`config.mk`:
```
export PLATFORM = sky130hd
export DESIGN_NAME = cardinal_dmem_arbiter_flat
export DESIGN_NICKNAME = d
export VERILOG_FILES = /design/src/rtl/cardinal_dmem_arbiter_if.sv /design/src/rtl/cardinal_dmem_arbiter.sv /design/src/flat_wrapper.sv
export SDC_FILE = /design/constraint.sdc
export NUM_CORES = 1
export LEC_CHECK = 0
export ABC_CLOCK_PERIOD_IN_PS = 3310
export CORE_AREA = 4 4 223 225
export DETAILED_ROUTE_END_ITERATION = 8
export DIE_AREA = 0 0 227 229
export HOLD_SLACK_MARGIN = 0.08
export SYNTH_ARGS = -nofsm -noshare
export SYNTH_HDL_FRONTEND = slang
export SYNTH_SLANG_ARGS = --single-unit
```
`constraint.sdc`:
```
create_clock -name clk -period 3.31 [get_ports clk]
set_input_delay 0.662 -clock clk [delete_from_list [all_inputs] [get_ports clk]]
set_output_delay 0.662 -clock clk [all_outputs]
set_load 0.005 [all_outputs]
```
`src/rtl/cardinal_dmem_arbiter_if.sv`:
```
// Node-side request/return bundle for the Cardinal dmem arbiter.
// Vectors are big-endian: node i owns bit i, addr[8i +: 8] and wdata[64i +: 64].
interface cardinal_dmem_arbiter_if #(
  parameter int NUM_REQ = 4
);
  logic [0:NUM_REQ-1]    req;
  logic [0:NUM_REQ-1]    wr;
  logic [0:8*NUM_REQ-1]  addr;
  logic [0:64*NUM_REQ-1] wdata;
  logic [0:NUM_REQ-1]    gnt;
  logic [0:NUM_REQ-1]    rvalid;
  logic [0:63]           rdata;

  modport master (output req, wr, addr, wdata, input gnt, rvalid, rdata);
  modport slave  (input req, wr, addr, wdata, output gnt, rvalid, rdata);
endinterface

```
`src/rtl/cardinal_dmem_arbiter.sv`:
```
// Round-robin share of one single-port 256x64 dmem among four CMP nodes,
// with tagged read return and saturating per-node grant counters.
module cardinal_dmem_arbiter #(
  parameter int NUM_REQ = 4,
  parameter int RD_LAT  = 1,
  parameter int CNT_W   = 16
) (
  input  logic                     clk,
  input  logic                     reset,
  cardinal_dmem_arbiter_if.slave   node,
  output logic                     mem_en,
  output logic                     mem_wr_en,
  output logic [0:7]               mem_addr,
  output logic [0:63]              mem_din,
  input  logic [0:63]              mem_dout,
  input  logic                     clr_stats,
  output logic [0:NUM_REQ*CNT_W-1] grant_cnt
);
  localparam int PW = $clog2(NUM_REQ);

  logic [PW-1:0]              ptr, win, idx;
  logic                       found, hit, rd_now;
  logic [RD_LAT-1:0]          vld_pipe;
  logic [RD_LAT-1:0][PW-1:0]  id_pipe;

  // Search from ptr upward; the 2-bit add wraps modulo 4 for free.
  always_comb begin
    found    = 1'b0;
    win      = ptr;
    idx      = ptr;
    node.gnt = '0;
    for (int k = 0; k < NUM_REQ; k++) begin
      idx = ptr + PW'(k);
      if (!found && node.req[idx]) begin
        found = 1'b1;
        win   = idx;
      end
    end
    hit = found & reset;
    if (hit) node.gnt[win] = 1'b1;
  end

  assign rd_now     = hit & ~node.wr[win];
  assign node.rdata = mem_dout;

  always_ff @(posedge clk or negedge reset) begin
    if (!reset) begin
      ptr       <= '0;
      mem_en    <= 1'b0;
      mem_wr_en <= 1'b0;
      mem_addr  <= '0;
      mem_din   <= '0;
    end else begin
      mem_en    <= hit;
      mem_wr_en <= hit & node.wr[win];
      if (hit) begin
        ptr      <= win + 1'b1;
        mem_addr <= node.addr[8*win +: 8];
        mem_din  <= node.wdata[64*win +: 64];
      end
    end
  end

  // Read tag rides alongside mem_en, then RD_LAT-1 more stages, then rvalid.
  always_ff @(posedge clk or negedge reset) begin
    if (!reset) begin
      vld_pipe    <= '0;
      id_pipe     <= '0;
      node.rvalid <= '0;
    end else begin
      vld_pipe[0] <= rd_now;
      id_pipe[0]  <= win;
      for (int s = 1; s < RD_LAT; s++) begin
        vld_pipe[s] <= vld_pipe[s-1];
        id_pipe[s]  <= id_pipe[s-1];
      end
      node.rvalid <= '0;
      if (vld_pipe[RD_LAT-1]) node.rvalid[id_pipe[RD_LAT-1]] <= 1'b1;
    end
  end

  for (genvar i = 0; i < NUM_REQ; i++) begin : g_cnt
    logic [CNT_W-1:0] c;
    always_ff @(posedge clk or negedge reset) begin
      if (!reset)                        c <= '0;
      else if (clr_stats)                c <= '0;
      else if (node.gnt[i] && c != '1)   c <= c + 1'b1;
    end
    assign grant_cnt[i*CNT_W +: CNT_W] = c;
  end
endmodule

```
`src/flat_wrapper.sv`:
```
// flat-port wrapper written by rule: the top's interface ports become plain ports
module cardinal_dmem_arbiter_flat 
#(
  parameter int NUM_REQ = 4,
  parameter int RD_LAT  = 1,
  parameter int CNT_W   = 16
)
  (clk, reset, mem_en, mem_wr_en, mem_addr, mem_din, mem_dout, clr_stats, grant_cnt, node_req, node_wr, node_addr, node_wdata, node_gnt, node_rvalid, node_rdata);
  cardinal_dmem_arbiter_if #(.NUM_REQ(NUM_REQ)) node_i ();
  input  logic clk;
  input  logic reset;
  output logic mem_en;
  output logic mem_wr_en;
  output logic [0:7] mem_addr;
  output logic [0:63] mem_din;
  input  logic [0:63] mem_dout;
  input  logic clr_stats;
  output logic [0:NUM_REQ*CNT_W-1] grant_cnt;
  input wire logic [$bits(node_i.req)-1:0] node_req;
  input wire logic [$bits(node_i.wr)-1:0] node_wr;
  input wire logic [$bits(node_i.addr)-1:0] node_addr;
  input wire logic [$bits(node_i.wdata)-1:0] node_wdata;
  output wire logic [$bits(node_i.gnt)-1:0] node_gnt;
  output wire logic [$bits(node_i.rvalid)-1:0] node_rvalid;
  output wire logic [$bits(node_i.rdata)-1:0] node_rdata;
  assign node_i.req = node_req;
  assign node_i.wr = node_wr;
  assign node_i.addr = node_addr;
  assign node_i.wdata = node_wdata;
  assign node_gnt = node_i.gnt;
  assign node_rvalid = node_i.rvalid;
  assign node_rdata = node_i.rdata;
  cardinal_dmem_arbiter #(.NUM_REQ(NUM_REQ), .RD_LAT(RD_LAT), .CNT_W(CNT_W)) u_core (.clk(clk), .reset(reset), .node(node_i), .mem_en(mem_en), .mem_wr_en(mem_wr_en), .mem_addr(mem_addr), .mem_din(mem_din), .mem_dout(mem_dout), .clr_stats(clr_stats), .grant_cnt(grant_cnt));
endmodule
```
* Word level (Yosys, flattened, before mapping) *
Index checks and enable logic that the tools add are counted.

cells by class
  mux-type cells = 36
  $lt $le $gt $ge = 8
  equal/unequal tests = 4
  shift-type cells = 2
  reduce and logical (&&, ||, !) cells = 16
  bitwise logic cells = 12
  add/subtract/negate cells = 8

operator list
  kind                                                                  number
  256-bit by 33-bit indexed part select with 257-bit output             1
  16-bit two-way mux                                                    8
  16-bit by 1-bit adder with 16-bit output, second input constant       4
  16-bit inequality test, second input constant                         4
  5-bit NOT with 33-bit output                                          1
  8-bit NOT with 33-bit output                                          1
  32-bit by 33-bit indexed part select with 33-bit output               1
  3-bit >= comparator, second input constant                            6
  2-bit NOT with 3-bit output                                           6
  1-bit two-way mux                                                     16
  1-bit binary-select mux with 2-bit select                             5
  1-bit logical AND                                                     9
  4-bit two-way mux                                                     2
  2-bit nonzero test                                                    4
  3-bit by 1-bit < comparator with 1-bit output, second input constant  2
  2-bit two-way mux                                                     3
  2-bit by 1-bit adder with 2-bit output, second input constant         2
  2-bit adder, second input constant                                    2
  1-bit demux with 2-bit select                                         2
  1-bit AND                                                             3
  1-bit logical NOT                                                     3
  1-bit NOT                                                             1

storage, ports and cells
  register bits = 147
  word-level logic and storage cells = 98
  bits of input ports = 363
  output and inout port bits = 210

* Longest topological paths before layout *
  depth after elaboration = 23
  gate-level depth with buffers = 9

* Worst setup path after synthesis *
No wires, ideal clock.

  kind = input to output
  start point = input node_req[2]
  end point = output node_gnt[0]
  arrival time = 2.118 ns
  cell stages on the path = 8
  path slack = 0.530 ns
  cell sequence = buf_2 -> nor3b_1 -> or4_1 -> buf_2 -> nand2_4 -> buf_2 -> buf_1 -> nor2_1

between the ends
  cells in the longest elaborated chain, start to end = 19
  elaborated cells on any way between the ends = 33
  classes of those cells = 2 x order compare; 22 x mux; 2 x bitwise; 7 x reduce/logical

RTL lines
  item                                                                                                               line                         source
  from (decl)                                                                                                        flat_wrapper.sv:19           input wire logic [$bits(node_i.req)-1:0] node_req;
  1-bit binary-select mux with 2-bit select                                                                          cardinal_dmem_arbiter.sv:34  if (!found && node.req[idx]) begin
  1-bit two-way mux (implied by the code) (2 in a row)                                                               cardinal_dmem_arbiter.sv:34
  1-bit two-way mux                                                                                                  cardinal_dmem_arbiter.sv:34
  1-bit logical NOT                                                                                                  cardinal_dmem_arbiter.sv:34
  1-bit logical AND                                                                                                  cardinal_dmem_arbiter.sv:34
  1-bit two-way mux                                                                                                  cardinal_dmem_arbiter.sv:34
  1-bit logical NOT                                                                                                  cardinal_dmem_arbiter.sv:34
  1-bit logical AND                                                                                                  cardinal_dmem_arbiter.sv:34
  (+2 left out)                                                                                                      --
  1-bit logical AND                                                                                                  cardinal_dmem_arbiter.sv:34
  2-bit two-way mux                                                                                                  cardinal_dmem_arbiter.sv:34
  2-bit NOT with 3-bit output (implied by the code)                                                                  cardinal_dmem_arbiter.sv:40  if (hit) node.gnt[win] = 1'b1;
  3-bit >= comparator (implied by the code) / 3-bit by 1-bit < comparator with 1-bit output (equally long branches)  cardinal_dmem_arbiter.sv:40
  1-bit logical AND (implied by the code)                                                                            cardinal_dmem_arbiter.sv:40
  1-bit two-way mux (implied by the code)                                                                            cardinal_dmem_arbiter.sv:40
  1-bit demux with 2-bit select                                                                                      cardinal_dmem_arbiter.sv:40
  4-bit two-way mux (*)                                                                                              cardinal_dmem_arbiter.sv:40
  to (decl)                                                                                                          flat_wrapper.sv:23           output wire logic [$bits(node_i.gnt)-1:0] node_gnt;

Mark *: on every way between the ends. The rest lies on a longest branch, timed or not. The select of a mux whose other input is x is not followed.

* Worst setup path in the final report *
  start point = input node_req[1]
  end point = output node_gnt[1]

Same word-level chain as after synthesis.

==> flow_summary.ini <==
[status]
status = complete, no violations

[synth]
synth_edf_count = 0
synth_commonest_cells = dfrtp_1 (147), a21oi_1 (113), nand3_1 (98), o21ai_0 (90)
yosys.area_share.simple = 0.180
synth.area.top_cells = dfrtp_1 (38%), mux2_1 (8.0%), a221o_1 (7.6%)
synth.area.mux_share = 0.116
yosysTopAreaCell = dfrtp_1
synth_top_family_by_area = compound AO/OA/AOI/OAI gates
synthAdderAreaFrac = 0.00521
synth_top_area_share = 0.383
synthXorXnorAreaFrac = 0.000912
synth-main-ff-cell = dfrtp_1
yosysWarnings = 0
yosysMostFrequentCell = dfrtp_1
seq_area_frac_synth = 0.383
syn_area_sq_um = 9600
synth_area_per_cell_sq_um = 9.10
synthesis.nets = 1422
async_flop_share = 1.00
ys_ff_latch = 147
ys_types = 51
synth_cells = 1055
synth_compound_area_frac = 0.216

[setup_path]
r2r.worst_path.cells = 6
worstPathArrival_ns = 2.59
crit_top_cell = clkdlybuf4s50_1
critical_path.endpoint = node_gnt[1]
worst-path-max-fanout = 4
critPathSlowestCell = or4_4
worst_ep_required_time_ns = 2.65
reg2reg_slack_ns = 0.41
cp_cell_sequence = clkdlybuf4s50_1, nor2b_1, or4_4, nand2_4, buf_12, nor2_2, clkdlybuf4s50_1
cp-startpoint = node_req[1]
path_class = primary input to output port
critPathCaptureType = output port
crit_path_start_kind = primary input
worst_path_largest_cell_delay_ns = 0.54
r2r_start = u_core.ptr[1]$_DFFE_PN0P_
r2r_end = u_core.g_cnt[2].c[4]$_DFFE_PN0P_

[routing]
final_antenna_net_count = 0
routed_wl_mm = 40.9
avgRoutedWirePerCell_um = 20.1
first_pass_iters = 5
drc = 0
dr_total_vias = 10100
drtIter0Drc = 556
viasPerCell = 4.99

[global_routing]
grt_pass1_vias = 10300
antenna_found_initial = 1
grt_max_degree = 115
grt.total_usage = 0.151
grt_first_pass_wirelength_mm = 60.5
overflow = 0

[timing]
timing.fmax_ghz = 0.308
maxSlewViolCount = 0
period_share = 0.982
setup_tns_ns = 0
slew_headroom = 0.344
fin_ws_ns = 0.0596
hold_slack_ns = 0.281
rsz0062_at_grt = false
worst_pin_slew_ns = 0.984
skew_ns = 0.0199
hold_viol_final = 0
finalCriticalPeriod_ns = 3.25
setup_viol = 0

[clock_network]
h-tree-depth = 4
root_buffer = clkbuf_16
cts_sinks = 147
tritoncts = yes
cts_made_buffers = 17
hold_buffers = 0
clk_latency_ns = 0.47
clk_pin_slew_worst_paths_ns = 0.07
max-clock-path-buffers = 2

[floorplan]
dieHeight_um = 229
rows = 80
ios = 573
core_sq_um = 47500
die_w_um = 227
start_util = 0.202
die-area_sq_um = 52000

[placed_design]
post-place-ws_ns = -0.293
place_inst = 1996
dp_hpwl_mm = 29.6
place_congestion = 0.832
numPortBuffers = 444

[cells_and_area]
finalNonFillerCells = 2030
area_delta_synth_final_pct = 56.9
fillCellCount = 4966
final_layout_size_suffix_gt1_frac = 0.0891
fin_nets = 1768

[power]
leakagePower_uw = 0.00560
peakVddDrop_mv = 0.291
cellPowerDensity_nw_per_um2 = 556

[worst_hold_path]
min_path_type = primary input to asynchronous set/reset pin

[job]
max_cap_viol_count = 0
## critical path: cells and delay by family
family	cells	cell delay, ns
simple gates	4	0.87
buf+inv	3	1.04
## registers in the layout, indices dropped and copies added (netlist names), 2 cells and up
name                count
u_core.g_cnt.c         64
u_core.mem_din         64
u_core.mem_addr         8
u_core.node.rvalid      4
u_core.id_pipe          2
u_core.ptr              2
## kinds of logic (layout without fill, tap and decap cells)
kind of cell             Yosys count  count (layout)
AND/OR/NAND/NOR                  317             317
buffers and inverters            169             528
adder cells (fa/ha/maj)            4               4
XOR/XNOR                           1               1
flip-flops                       147             147
other                              0               1
multiplexers                      99              99
AO/OA/AOI/OAI                    318             318
## cell usage in the layout, fill, tap and decap left out, types with 3 or more instances in the layout
cell type        count
nor2b_1             22
mux2_2              30
buf_12               8
clkbuf_16           17
o31ai_1             23
clkdlybuf4s50_1    439
inv_1                8
ha_1                 4
nand2_1             24
bufinv_16            4
inv_6                4
nor2_1              48
nand3_1             97
or4_1               23
nor2_2               3
dfrtp_1            147
nor4_1              12
nor3b_1              3
o211ai_1             4
buf_4               34
or3_1               15
nor3_1              15
a21oi_1            112
and4_1               6
mux2_1              68
and3_1               9
inv_8                3
nand4_1             25
a221o_1             73
o21ai_0             89
## routing by layer
layer	wire length [um]	global-route usage
met5	13	0
met1	16400	0.178
met4	1590	0.0756
met3	3060	0.0412
met2	19800	0.252
## worst min path at each step
stage | from | to | slack, ns
detailed placement | u_core.id_pipe[1]$_DFF_PN0_ | u_core.node.rvalid[1]$_DFF_PN0_ | 0.46
floorplan | reset | u_core.g_cnt[0].c[0]$_DFFE_PN0P_ | 0.37
global route | reset | u_core.g_cnt[3].c[10]$_DFFE_PN0P_ | 0.29
global placement | u_core.id_pipe[1]$_DFF_PN0_ | u_core.node.rvalid[1]$_DFF_PN0_ | 0.45
finish | reset | u_core.g_cnt[3].c[14]$_DFFE_PN0P_ | 0.28
CTS | reset | u_core.g_cnt[3].c[14]$_DFFE_PN0P_ | 0.27
## final cells by class
cell class | instances | area (sq um) | share of cell area
Multi-Input combinational cell | 739 | 5080 | 0.337
Inverter | 10 | 40.0 | 0.00266
Clock inverter | 15 | 219 | 0.0145
Tap cell | 615 | 769 | 0.0511
Timing Repair Buffer | 486 | 4860 | 0.322
Antenna cell | 1 | 2.50 | 0.000166
Sequential cell | 147 | 3680 | 0.244
Clock buffer | 17 | 425 | 0.0282
## stage by stage
step	util	total power, uW	area (sq um)
2_1_floorplan	-	4250	9600
3_3_place_gp	0.303	6190	14400
3_5_place_dp	0.303	6220	14400
4_1_cts	0.316	8500	15000
5_1_grt	0.317	8860	15100
6_report	0.317	8380	15100
## report_power, final
part	switching, uW	total, uW	leakage, uW	internal, uW
Clock	912	2200	0.000315	1290
Sequential	310	2530	0.00192	2220
Combinational	1720	3650	0.00337	1930
## what timing repair did
| action | CTS | global route |
|---|---|---|
| endpoints found under the setup margin | 4 | 3 |
| pin swaps | 1 | 2 |
| resized for setup | 5 | 6 |
| setup buffers | 0 | 1 |
Note: power is estimated with default switching activity, not from simulation.
